[config.mk]
export PLATFORM = sky130hd
export DESIGN_NAME = mem_access_unit
export DESIGN_NICKNAME = d
export VERILOG_FILES = /design/src/rtl/mem_access_unit.sv
export SDC_FILE = /design/constraint.sdc
export NUM_CORES = 1
export LEC_CHECK = 0
export ABC_AREA = 1
export CAP_MARGIN = 20
export CORE_MARGIN = 2
export CORE_UTILIZATION = 41
export CTS_BUF_LIST = sky130_fd_sc_hd__clkbuf_4
export DETAILED_ROUTE_END_ITERATION = 12
export GPL_TIMING_DRIVEN = 0
export PLACE_DENSITY = 0.86
export SETUP_SLACK_MARGIN = 0.1
export SKIP_CTS_REPAIR_TIMING = 1
export SYNTH_ARGS = -nofsm -noshare
export SYNTH_HDL_FRONTEND = slang
export SYNTH_SLANG_ARGS = --single-unit
[constraint.sdc]
create_clock -name CLK -period 3.4 [get_ports CLK]
set_input_delay 0.34 -clock CLK [delete_from_list [all_inputs] [get_ports CLK]]
set_output_delay 0.34 -clock CLK [all_outputs]
set_load 0.02 [all_outputs]
[src/rtl/mem_access_unit.sv]
// Memory-stage load/store controller: req/ack handshake with data memory, pipeline stall, load-data capture.
// Optional build macro MEM_ACCESS_TIMEOUT_EN adds a REQ timeout with sticky BusFault.
module mem_access_unit #(
  parameter int TIMEOUT_CYCLES = 15
) (
  input  logic        CLK,
  input  logic        Reset,
  input  logic        MemtoRegM,
  input  logic        MemWriteM,
  input  logic [31:0] ALUOutM,
  input  logic [31:0] WriteDataM,
  output logic [31:0] ReadDataM,
  output logic        StallM,
  output logic        MemReq,
  output logic        MemWE,
  output logic [31:0] MemAddr,
  output logic [31:0] MemWData,
  input  logic [31:0] MemRData,
  input  logic        MemAck,
  output logic        BusFault
);

  localparam logic [1:0] IDLE = 2'd0;
  localparam logic [1:0] REQ  = 2'd1;
  localparam logic [1:0] DONE = 2'd2;

  logic [1:0] state;
  logic       access;

  // Only word accesses exist, so the byte offset is deliberately discarded.
  logic unused_addr_lsb;
  assign unused_addr_lsb = ^ALUOutM[1:0];

  assign access = MemtoRegM | MemWriteM;
  assign StallM = ((state == IDLE) & access) | (state == REQ);

`ifdef MEM_ACCESS_TIMEOUT_EN
  localparam logic [7:0] TO_LIM = 8'(TIMEOUT_CYCLES);
  logic [7:0] wait_cnt;
`else
  localparam int unused_timeout_cycles = TIMEOUT_CYCLES;
  assign BusFault = 1'b0;
`endif

  always_ff @(posedge CLK or posedge Reset) begin
    if (Reset) begin
      state     <= IDLE;
      ReadDataM <= 32'h0;
      MemReq    <= 1'b0;
      MemWE     <= 1'b0;
      MemAddr   <= 32'h0;
      MemWData  <= 32'h0;
`ifdef MEM_ACCESS_TIMEOUT_EN
      wait_cnt  <= 8'h0;
      BusFault  <= 1'b0;
`endif
    end else begin
      case (state)
        IDLE: begin
          if (access) begin
            MemWE    <= MemWriteM;
            MemAddr  <= {ALUOutM[31:2], 2'b00};
            MemWData <= WriteDataM;
            MemReq   <= 1'b1;
            state    <= REQ;
`ifdef MEM_ACCESS_TIMEOUT_EN
            wait_cnt <= 8'h0;
`endif
          end
        end
        REQ: begin
          // An ack always beats a timeout landing in the same cycle.
          if (MemAck) begin
            MemReq <= 1'b0;
            if (!MemWE) ReadDataM <= MemRData;
            state <= DONE;
          end
`ifdef MEM_ACCESS_TIMEOUT_EN
          else if (wait_cnt + 8'd1 == TO_LIM) begin
            wait_cnt <= wait_cnt + 8'd1;
            MemReq   <= 1'b0;
            BusFault <= 1'b1;
            if (!MemWE) ReadDataM <= 32'hDEADBEEF;
            state    <= DONE;
          end else begin
            wait_cnt <= wait_cnt + 8'd1;
          end
`endif
        end
        // DONE ignores the M-stage inputs so a stalled instruction is never reissued.
        DONE:    state <= IDLE;
        default: state <= IDLE;
      endcase
    end
  end

endmodule

After elaboration in Yosys (flattened, before gate mapping)
Index checks and enable logic that the tools add are counted.
{ "totals": {"input_bits": 101, "ff_bits": 98, "output_inout_bits": 100} }
{ "classes": {"bitwise_logic": 4, "reduce_logical": 6, "eq_ne": 3, "n_mux": 6} }
{ "ops": {"columns": ["op", "count"], "rows": [
  ["AND reduction 3 bit", 2],
  ["two-way mux 2 bit", 2],
  ["inequality test 2 bit, second input constant", 2],
  ["case mux 2 bit (2 select lines)", 1],
  ["AND reduction 2 bit", 2],
  ["equality test 2 x 1 -> 1 bit, second input constant", 1],
  ["logical NOT 2 bit", 1],
  ["two-way mux 1 bit", 2],
  ["bitwise OR 1 bit", 2],
  ["case mux 1 bit (2 select lines)", 1],
  ["nonzero test 2 bit", 1],
  ["AND 1 bit", 1],
  ["inverter 1 bit", 1]
]} }

Depth between registers and ports, before layout
{ "depth": {"depth_word": 3, "depth_mapped": 7} }

Worst setup path after synthesis
No wires, ideal clock.
{ "synth_timing": {"path_kind": "register to output", "from": "reg state[0]", "to": "out StallM", "stages_incl_launch_ff": 6, "t_required_ns": 3.060, "path_slack_ns": 1.934, "n_path_buf": 2, "arrival_time_ns": 1.126, "cell_sequence": "dfrtp_1 nor2_4 nand2_2 buf_6 buf_2 nand2_1"} }
{ "synth_between": {"elab_chain_len": 3, "word_cells_on_any_way": 4, "classes_between": "eq/ne: 1; bitwise: 2; reduce/logical: 1"} }
{ "synth_rtl": {"columns": ["item", "line_no", "text"], "rows": [
  ["start: declaration", "27", "logic [1:0] state;"],
  ["start signal: assignment", "47", "state <= IDLE;"],
  ["start signal: assignment", "65", "state <= REQ;"],
  ["start signal: assignment", "76", "state <= DONE;"],
  ["logical NOT 2 bit", "35", "assign StallM = ((state == IDLE) & access) | (state == REQ);"],
  ["AND 1 bit", "35", null],
  ["bitwise OR 1 bit (*)", "35", null],
  ["end: declaration", "13", "output logic StallM,"]
]} }
Every way passes the cells marked *; elsewhere a longest branch is shown, timed or not.

Worst setup path after layout
{ "layout_timing": {"from": "in MemWriteM", "to": "out StallM"} }
{ "layout_between": {"elab_chain_len": 3} }
{ "layout_rtl": {"columns": ["item", "line_no", "text"], "rows": [
  ["start: declaration", "9", "input logic MemWriteM,"],
  ["bitwise OR 1 bit", "34", "assign access = MemtoRegM | MemWriteM;"],
  ["AND 1 bit", "35", null],
  ["bitwise OR 1 bit", "35", null]
]} }
No other way between the ends.

==> flow_metrics.env <==
export IMPL_design_die_area_um2=10300
export IMPL_clk_insertion_delay_late_ns=0.43
export IMPL_gr_total_overflow=0
export IMPL_layout_commonest_cell="nand2_1"
export IMPL_clock_root_buffer="clkbuf_4"
export IMPL_rows=35
export IMPL_floorplan_initialDensity_pct=42.2
export IMPL_mostFrequentLayoutCells="nand2_1 (197), clkdlybuf4s50_1 (195), dfrtp_1 (98), nand3_1 (94), buf_2 (18)"
export IMPL_final_net_count=743
export IMPL_clkSinkCount=98
export IMPL_crit_chain="clkdlybuf4s50_1 -> inv_1 -> nand2_1 -> nand2_2 -> buf_6 -> buf_2 -> nand2_1 -> clkdlybuf4s50_1"
export IMPL_synth_sequential_area_ratio_pct=62.9
export IMPL_report_final_slew_viol_count=0
export IMPL_period_minus_slack_ns=2.63
export IMPL_maximum_buffer_depth_of_the_clock_tree=2
export IMPL_worst_ep_required_time_ns=3.06
export IMPL_detailedRoute_firstIterationViolations=96
export IMPL_grt_max_degree=53
export IMPL_antenna_diode_count=0
export IMPL_synth_warn=0
export IMPL_critical_path_peak_fanout=10
export IMPL_antenna_found_initial=0
export IMPL_arrival_ns=2.29
export IMPL_skew_ns=0.0144
export IMPL_critical_path_n_buffers_inverters=5
export IMPL_final_critical_path_setup_slack_ns=0.765
export IMPL_route_final_wire_length_um=11300
export IMPL_ys_seq_elements=98
export IMPL_gp_routability_congestion=0.807
export IMPL_io_buffer_count=195
export IMPL_maxSlewHeadroom_pct=59.9
export IMPL_outcome="complete, no violations"
export IMPL_cts_reportedPaths_clkPinSlew_ns=0.16
export IMPL_routed_via_count=3702
export IMPL_leakage_nw=3.05
export IMPL_cpLargestDelayFamily="buffers and inverters"
export IMPL_cts_buffers=9
export IMPL_wire_length_of_the_first_global_routing_pass_um=17900
export IMPL_drt_vias_per_instance=4.77
export IMPL_hold_path_class="in -> async"
export IMPL_power_density_relative_to_cell_area_nw_per_um2=944
export IMPL_route_antenna_remaining_nets=0
export IMPL_setup_worst_path_class="in -> out"
export IMPL_fmax_mhz=380
export IMPL_routedWlPerCell_um=14.5
export IMPL_critical_path_max_stage_delay_ns=0.61
export IMPL_route_detailed_drc=0
export IMPL_coreArea_um2=9240
export IMPL_r2r_slack_ns=2.01
export IMPL_finalHoldViolCount=0
export IMPL_dp_hpwl_um=8670
export IMPL_worst_pin_slew_ns=0.602
export IMPL_irDropWorstVdd_uv=457
export IMPL_place_detailed_instances=760
export IMPL_cts_max_level=3
export IMPL_drv_max_cap_violation_count=0
export IMPL_die_h_um=102
export IMPL_finalCritPeriodShare_pct=77.5
export IMPL_tritoncts="built"
export IMPL_synthesis_instances=433
export IMPL_yosys_cell_types_count=14
export IMPL_startpoint_type="input port"
export IMPL_synth_area_per_inst_um2=9.01
export IMPL_synthesis_to_finish_area_growth_pct=59.3
export IMPL_finalSetupViolCount=0
export IMPL_cp_end_kind="output port"
export IMPL_via_count_of_the_first_global_routing_pass=3734
export IMPL_ios=201
export IMPL_worst_path_max_delay_cell="clkdlybuf4s50_1"
export IMPL_rsz_0062_raised_after_global_routing="no"
export IMPL_finish_cell_count_without_fillers=776
export IMPL_syn_area_um2=3900
export IMPL_firstDrtPassIters=4
export IMPL_pre_cts_slack_ns=0.768
export IMPL_die_width_um=102
export IMPL_grtUsageTotal_pct=22.1
export IMPL_layout_drive_gt1_share_pct=7.26
[sequential cells by signal, summed over array words and instances, names as in the netlist]
register   flops
MemWE          1
MemReq         1
ReadDataM     32
MemWData      32
MemAddr       30
state          2
[final timing paths]
| path | startpoint | end | cells past startpoint |
|---|---|---|---|
| hold / removal | Reset | MemWData[29] | 2 |
| setup / recovery | MemWriteM | StallM | 8 |
| setup reg to reg | state[0] | MemWData[22] | 4 |
| hold reg to reg | MemWData[28] | MemWData[28] | 2 |
| min in group CLK | ALUOutM[17] | MemAddr[17] | 3 |
| max in group asynchronous | Reset | MemAddr[27] | 3 |
[per-layer routing]
metal  vias to the layer above  track usage, %  wire length (um)  share of wire, %
met4                         0            6.76               146               1.3
met1                      1758            26.7              4450                40
met3                        13            6.00               985               8.8
met2                       146            38.5              5670                50
met5                         -               0                 0                 0
li1                       1785               -                 -                 -
[power breakdown]
part	switching (W)	internal [W]	total [W]
sequential	0.000321	0.00172	0.00204
clock	0.000384	0.000298	0.000682
combinational	0.00175	0.00140	0.00315
total	0.00245	0.00342	0.00587
[cells by family (layout without fill, tap and decap cells)]
| logic type | after synthesis | after routing | synth area share [%] |
|---|---|---|---|
| buf+inv | 38 | 250 | 5.00 |
| other cells | 1 | 3 | 0.0961 |
| flops | 98 | 98 | 62.9 |
| compound gates | 1 | 1 | 0.128 |
| simple gates | 295 | 295 | 31.9 |
[Yosys cell counts, drive strengths merged]
cell    number  area share, %
nand3       94             12
conb         1          0.096
nand2      198             19
buf         25            3.8
inv          7           0.67
dfrtp       98             63
clkbuf       6           0.58
o21ai        1           0.13
nor2         3           0.74
[layout make-up]
type,instances,area [um^2]
Buffer,31,169
Clock buffer,9,67.6
Clock inverter,7,93.8
Fill cell,752,3030
Inverter,7,28.8
Multi-Input combinational cell,299,1260
Sequential cell,98,2450
Tap cell,129,161
Timing Repair Buffer,196,1980
[metrics by stage]
| stage | total power, W | utilization [%] | TNS, ns | cell area, um^2 | hold slack (ns) |
|---|---|---|---|---|---|
| floorplan | 0.00366 | - | 0 | 3910 | 0.431 |
| global placement | 0.00511 | 65.2 | -82.14 | 6020 | 0.452 |
| detailed placement | 0.00524 | 65.5 | 0 | 6050 | 0.458 |
| CTS | 0.00592 | 67.2 | 0 | 6210 | 0.316 |
| global route | 0.00627 | 67.2 | 0 | 6210 | 0.357 |
| finish | 0.00587 | 67.2 | 0 | 6210 | 0.334 |
Power figures use the tool's default switching activity.
